**config.mk**
```make
export PLATFORM = sky130hd
export DESIGN_NAME = projeto_plate_gate
export DESIGN_NICKNAME = d
export VERILOG_FILES = /design/src/rtl/projeto_plate_gate.sv
export SDC_FILE = /design/constraint.sdc
export NUM_CORES = 1
export LEC_CHECK = 0
export CORE_AREA = 2 2 39 41
export DETAILED_ROUTE_END_ITERATION = 8
export DIE_AREA = 0 0 41 43
export MAX_ROUTING_LAYER = met4
export PLACE_DENSITY = 0.63
export SKIP_CTS_REPAIR_TIMING = 1
export SKIP_LAST_GASP = 1
export SYNTH_ARGS = -nofsm -noshare
export SYNTH_HDL_FRONTEND = slang
export SYNTH_SLANG_ARGS = --single-unit
```
**constraint.sdc**
```tcl
create_clock -name clk -period 0.9 [get_ports clk]
set_clock_uncertainty 0.2 [all_clocks]
set_input_delay 0.18 -clock clk [delete_from_list [all_inputs] [get_ports clk]]
set_output_delay 0.18 -clock clk [all_outputs]
set_load 0.005 [all_outputs]
```
**src/rtl/projeto_plate_gate.sv**
```systemverilog
// Car-park plate validator: classifies a six-character plate into digit/letter pairs,
// checks the format, and opens the barrier on an alternating-parity day rule.
module projeto_plate_gate (
  input  logic       clk,
  input  logic       rst_n,
  input  logic [3:0] A,
  input  logic [3:0] B,
  input  logic [3:0] C,
  input  logic [3:0] D,
  input  logic [3:0] E,
  input  logic [3:0] F,
  input  logic [2:0] Dia,
  output logic       Barreira1,
  output logic       MatrVal
);

  logic [3:0] ch [6];
  logic [5:0] is_digit;
  logic [2:0] pair_n;
  logic [2:0] pair_l;

  assign ch[0] = A;
  assign ch[1] = B;
  assign ch[2] = C;
  assign ch[3] = D;
  assign ch[4] = E;
  assign ch[5] = F;

  generate
    for (genvar gi = 0; gi < 6; gi++) begin : g_class
      assign is_digit[gi] = (ch[gi] <= 4'd9);
    end
    for (genvar gi = 0; gi < 3; gi++) begin : g_pair
      assign pair_n[gi] = is_digit[2*gi] & is_digit[2*gi+1];
      assign pair_l[gi] = ~is_digit[2*gi] & ~is_digit[2*gi+1];
    end
  endgenerate

  logic fmt_ok;
  logic ctrl_odd;
  logic day_ok;
  logic matr_d, matr_q;
  logic barr_d, barr_q;

  // Only the control digit's LSB matters, so select its parity directly.
  always_comb begin
    fmt_ok   = 1'b0;
    ctrl_odd = 1'b0;
    if ((pair_n | pair_l) == 3'b111) begin
      case ({pair_n[0], pair_n[1], pair_n[2]})
        3'b110:  begin fmt_ok = 1'b1; ctrl_odd = D[0]; end  // N-N-L
        3'b101:  begin fmt_ok = 1'b1; ctrl_odd = F[0]; end  // N-L-N
        3'b011:  begin fmt_ok = 1'b1; ctrl_odd = F[0]; end  // L-N-N
        3'b010:  begin fmt_ok = 1'b1; ctrl_odd = D[0]; end  // L-N-L
        default: begin fmt_ok = 1'b0; ctrl_odd = 1'b0; end
      endcase
    end
  end

  always_comb begin
    day_ok = 1'b0;
    case (Dia)
      3'd1, 3'd3, 3'd5: day_ok = ~ctrl_odd;
      3'd2, 3'd4, 3'd6: day_ok = ctrl_odd;
      3'd7:             day_ok = 1'b1;
      default:          day_ok = 1'b0;
    endcase
  end

  assign matr_d = fmt_ok;
  assign barr_d = fmt_ok & day_ok;

  always_ff @(posedge clk or negedge rst_n) begin
    if (!rst_n) begin
      matr_q <= 1'b0;
      barr_q <= 1'b0;
    end else begin
      matr_q <= matr_d;
      barr_q <= barr_d;
    end
  end

  assign MatrVal   = matr_q;
  assign Barreira1 = barr_q;

endmodule

```
==> results of run 1 <==
==> routing by layer <==
metal	GRT usage, %	vias to the layer above
met3	3.14	0
met2	17.5	19
met4	4.00	0
li1	-	165
met1	9.87	142
met5	-	-
==> worst max-delay path, cell delays in order <==
cell and delay, ns:
buf_6 0.09, o21ai_2 0.12, ha_2 0.21, and4b_4 0.21, or4_4 0.50, a311oi_2 0.27
==> power by group <==
group / total [mW] / switching [mW] / internal [mW]
clock: 0.192 / 0.0453 / 0.147
sequential: 0.0965 / 0.00114 / 0.0954
combinational: 0.230 / 0.0796 / 0.151
==> worst max-delay path by stage <==
stage | to | slack [ns] | depth (start not counted) | start
2_1_floorplan | Barreira1 | -0.77 | 5 | D[1]
3_3_place_gp | Barreira1 | -1.26 | 6 | D[1]
3_5_place_dp | Barreira1 | -1.31 | 6 | C[1]
4_1_cts | Barreira1 | -1.09 | 6 | C[1]
5_1_grt | Barreira1 | -0.83 | 6 | C[2]
6_report | Barreira1 | -0.76 | 6 | C[2]
==> cells in the mapped netlist <==
cell type	instances	area [um2]
nor2_1	1	3.75
o21ai_0	6	30.0
and4b_4	1	13.8
or3_1	1	6.26
o311ai_0	2	17.5
nand2b_1	1	6.26
or4_1	1	7.51
nand2_1	1	3.75
dfrtp_1	2	50.1
and4b_2	1	11.3
and3b_2	1	10.0
xor2_1	1	8.76
a311oi_1	1	8.76
ha_1	3	37.5
inv_1	1	3.75
==> state kept, by name, indices dropped and copies added (netlist names) <==
register   count
MatrVal        1
Barreira1      1
==> layout make-up <==
| class | instances | share of cell area (%) |
|---|---|---|
| Inverter | 1 | 0.620 |
| Tap cell | 16 | 3.31 |
| Sequential cell | 2 | 8.26 |
| Clock buffer | 3 | 3.72 |
| Multi-Input combinational cell | 21 | 39.3 |
| Timing Repair Buffer | 31 | 44.8 |
==> logic make-up after synthesis <==
group / share of synthesized area (%)
buffers and inverters: 1.71
adder cells (fa/ha/maj): 17.1
AND/OR/NAND/NOR: 28.6
AO/OA/AOI/OAI: 25.7
flip-flops: 22.9
XOR/XNOR: 4.00
==> run metrics, run 1 <==
Max-Cap Viols=0; final net count=92; Core Region=0.00138 mm2; crit share post-route=185%; Die W=41 um; Post-Route Utilization=a little over two fifths; PD cells=roughly 860 mW/mm2; fin cells=74; Placed Cells incl. Taps=70; CTS tree=built; top sig layer=met3; met2 WL=389 um; syn avg cell area=9.12 um2; # fillers=between 100 and 150; arrival time worst endpoint=1.58 ns; Peak supply drop=306 uV; setup total negative slack=-1.44 ns; Mapped Cells=24; Mapped Area=219 um2; unrepaired setup endpoints after global routing=yes; Layout area overhead=177%; initial DRC count=0; Worst-Margin Slew=0.324 ns; row cnt=14; Slew HR=78.0%; Total Die Area=about 0.0018 mm2; Avg WL per Cell=around 10 um; final worst setup slack=-0.763 ns; Global Route Usage Sum=10.2%; fmax=601 MHz; register area share after synthesis=22.9%; Setup crit start kind=primary input; global-route wire length before repair=~1200 um; ant diodes=0; Distinct cells, synth=15; Hold WS=-0.0792 ns; post-route ant nets=0; Leak=0.311 nW; commonest non-fill, non-tap cell in the layout=clkbuf_2; sequential cell area=50.0 um2; status=complete, but fails checks; Yosys warnings=0; CP required=0.82 ns; layout cells sized above 1=65.5%; routability cong.=0.603; Tmin final=1.66 ns; fin area=606 um2; CTS sink cnt=2; final hold vios=2; initial core utilization=between 10% and 20%; initial antenna violation count=0; vias in the first global route=342; Setup Viol. Count Final=4; clk root buf=clkbuf_4; placed cell area=542 um2; detailed-route via count=326; critical path peak fanout=4; gr ovfl total=0; critical path class=in2reg; multi-input combinational cell area=238 um2; synthesized flop and latch total=2; worst hold path type=in2async; wire length on met1=267 um; largest net degree at the start of global routing=5; Boundary Pins=31; DP Worst Slack=-1.31 ns; clock buffer depth=2; Inserted Clock Buffers=3; DR WL met3=86 um; clock transition at the registers of the reported paths=0.03 ns; Die H=between 40 and 50 um; DRC Markers=0; DRT Pass-1 Iters=1; # port buffers=26; failing checks=hold timing, setup timing; drt via density=4.41; # H-tree levels=1; Design Power=519 uW; CP Capture Type=register; Synth Net Count=56; most frequent cells in the layout=10 x clkbuf_2, 6 x clkdlybuf4s50_1, 6 x dlymetal6s2s_1; WL final=743 um; max-slew violations=0
Power figures use the tool's default switching activity.
==> run 2, diff against run 1 <==
--- a/config.mk
+++ b/config.mk
@@ -8,6 +8,7 @@
 export CORE_AREA = 2 2 39 41
 export DETAILED_ROUTE_END_ITERATION = 8
 export DIE_AREA = 0 0 41 43
+export GPL_TIMING_DRIVEN = 0
 export MAX_ROUTING_LAYER = met4
 export PLACE_DENSITY = 0.63
 export SKIP_CTS_REPAIR_TIMING = 1
==> run 2 against run 1 <==
Net effect:
- the run still ends with hold timing, setup timing left
- largest power group is now the clock network
- largest cell class unchanged
- critical path depth fell by 2
- routed wire length fell by 6.3%
- global-route usage fell by 1.1 points
- design area fell by 7.4%
==> run metrics, run 2 (synthesis results as in run 1) <==
failing checks=hold timing, setup timing (unchanged); clk root buf=clkbuf_4 (unchanged); Total Die Area=0.00176 mm2 (unchanged); Tmin final=1.67 ns (was 1.66 ns); gr busiest metal=met2 (unchanged); fin cells=71 (was 74); critical path peak fanout=3 (was 4); # port buffers=26 (unchanged); Worst-Margin Slew=0.429 ns (was 0.324 ns); Post-Route Utilization=40.5% (was 43.8%); DP HPWL=526 um; row cnt=14 (unchanged); worst stage delay on the critical path=0.50 ns (about the same); Inserted Clock Buffers=3 (unchanged); WL final=696 um (was 743 um); CTS tree=built (unchanged); layout cells sized above 1=58.2% (was 65.5%); post-route ant nets=0 (unchanged); initial DRC count=4 (was 0); Die H=43 um (unchanged); gr ovfl total=0 (unchanged); Leak=0.308 nW (was 0.311 nW); detailed-route via count=320 (was 326); Max-Cap Viols=0 (unchanged); drt via density=4.51 (was 4.41); ant diodes=0 (unchanged); most frequent cells in the layout=11 x clkbuf_2, 9 x dlymetal6s2s_1, 6 x clkdlybuf4s50_1 (was 10 x clkbuf_2, 6 x clkdlybuf4s50_1, 6 x dlymetal6s2s_1); Layout area overhead=156% (was 177%); Slew HR=71.0% (was 78.0%); final net count=89 (was 92); CTS sink cnt=2 (unchanged); # H-tree levels=1 (unchanged); worst hold path type=in2async (unchanged); PD cells=894 mW/mm2 (was 856 mW/mm2); fmax=599 MHz (was 601 MHz); Boundary Pins=31 (unchanged); Die W=41 um (unchanged); clock transition at the registers of the reported paths=0.03 ns (about the same); Setup crit start kind=primary input (unchanged); unrepaired setup endpoints after global routing=yes (unchanged); routability cong.=0.538 (was 0.603); Placed Cells incl. Taps=66 (was 70); worst path bufs/invs=1 (unchanged); crit share post-route=186% (was 185%); Hold WS=-0.0827 ns (was -0.0792 ns); commonest non-fill, non-tap cell in the layout=clkbuf_2 (unchanged); Setup Viol. Count Final=4 (unchanged); DRT Pass-1 Iters=3 (was 1); critical path class=in2reg (unchanged); Avg WL per Cell=9.80 um (was 10.0 um); largest net degree at the start of global routing=5 (unchanged); CP Capture Type=register (unchanged); Core Region=0.00138 mm2 (unchanged); vias in the first global route=294 (was 342); grt met1 use=8.60% (was 9.87%); met3 Use GR=3.14% (unchanged); crit path max-delay cell type=or4_4 (unchanged); clock buffer depth=2 (unchanged); initial antenna violation count=0 (unchanged); status=complete, but fails checks (unchanged); arrival time worst endpoint=1.60 ns (was 1.58 ns); delay-heaviest family, CP=simple AND/OR/NAND/NOR gates (unchanged); final hold vios=2 (unchanged); initial core utilization=15.8% (unchanged); max-slew violations=0 (unchanged); DRC Markers=0 (unchanged); critical-path cell list=clkdlybuf4s50_1, and4b_4, or4_4, a311oi_2 (was buf_6, o21ai_2, ha_2, and4b_4, or4_4, a311oi_2); grt met2 use=13.4% (was 17.5%); CP required=0.83 ns (was 0.82 ns); global-route wire length before repair=1030 um (was 1210 um); Global Route Usage Sum=9.03% (was 10.2%); Peak supply drop=249 uV (was 306 uV); DP Worst Slack=-1.30 ns (was -1.31 ns); final worst setup slack=-0.770 ns (was -0.763 ns)
## run 2: changes by cell type in the layout (fill, tap and decap cells not counted), moves of 2 or more
cell	delta
buf_6	-5
buf_4	-2
o21ai_4	-2
o311ai_1	-2
o311ai_0	+2
dlymetal6s2s_1	+3
## run 2: report_power, final
part / switching [mW] / internal [mW]
Combinational: 0.0741 / 0.128
Clock: 0.0558 / 0.148
Sequential: 0.000991 / 0.0953
Total: 0.131 / 0.370
## run 2: worst paths after layout
kind,depth (start not counted),endpoint,from
hold / removal,1,Barreira1,rst_n
max in group asynchronous,1,MatrVal,rst_n
min in group clk,5,MatrVal,D[3]
setup / recovery,4,Barreira1,F[0]
## run 2: metal layers
metal	share of wire, %	vias up
met2	48	21
met5	0	-
li1	-	159
met1	37	138
met4	1.4	0
met3	13	2
## run 2: final cells by class
| type | count | area [um2] |
|---|---|---|
| fill | 151 | 823 |
| timing repair buffer | 28 | 243 |
| multi-input combinational | 21 | 221 |
| sequential | 2 | 50.0 |
| clock buffer | 3 | 22.5 |
| tap | 16 | 20.0 |
| inverter | 1 | 3.75 |
## run 2: per-stage QoR
stage / total power, mW / setup TNS, ns / area (um2)
global route: 0.544 / -1.51 / 561
global placement: 0.284 / -2.68 / 512
detailed placement: 0.285 / -2.71 / 512
finish: 0.501 / -1.39 / 561
floorplan: 0.157 / -1.13 / 231
CTS: 0.494 / -2.72 / 534
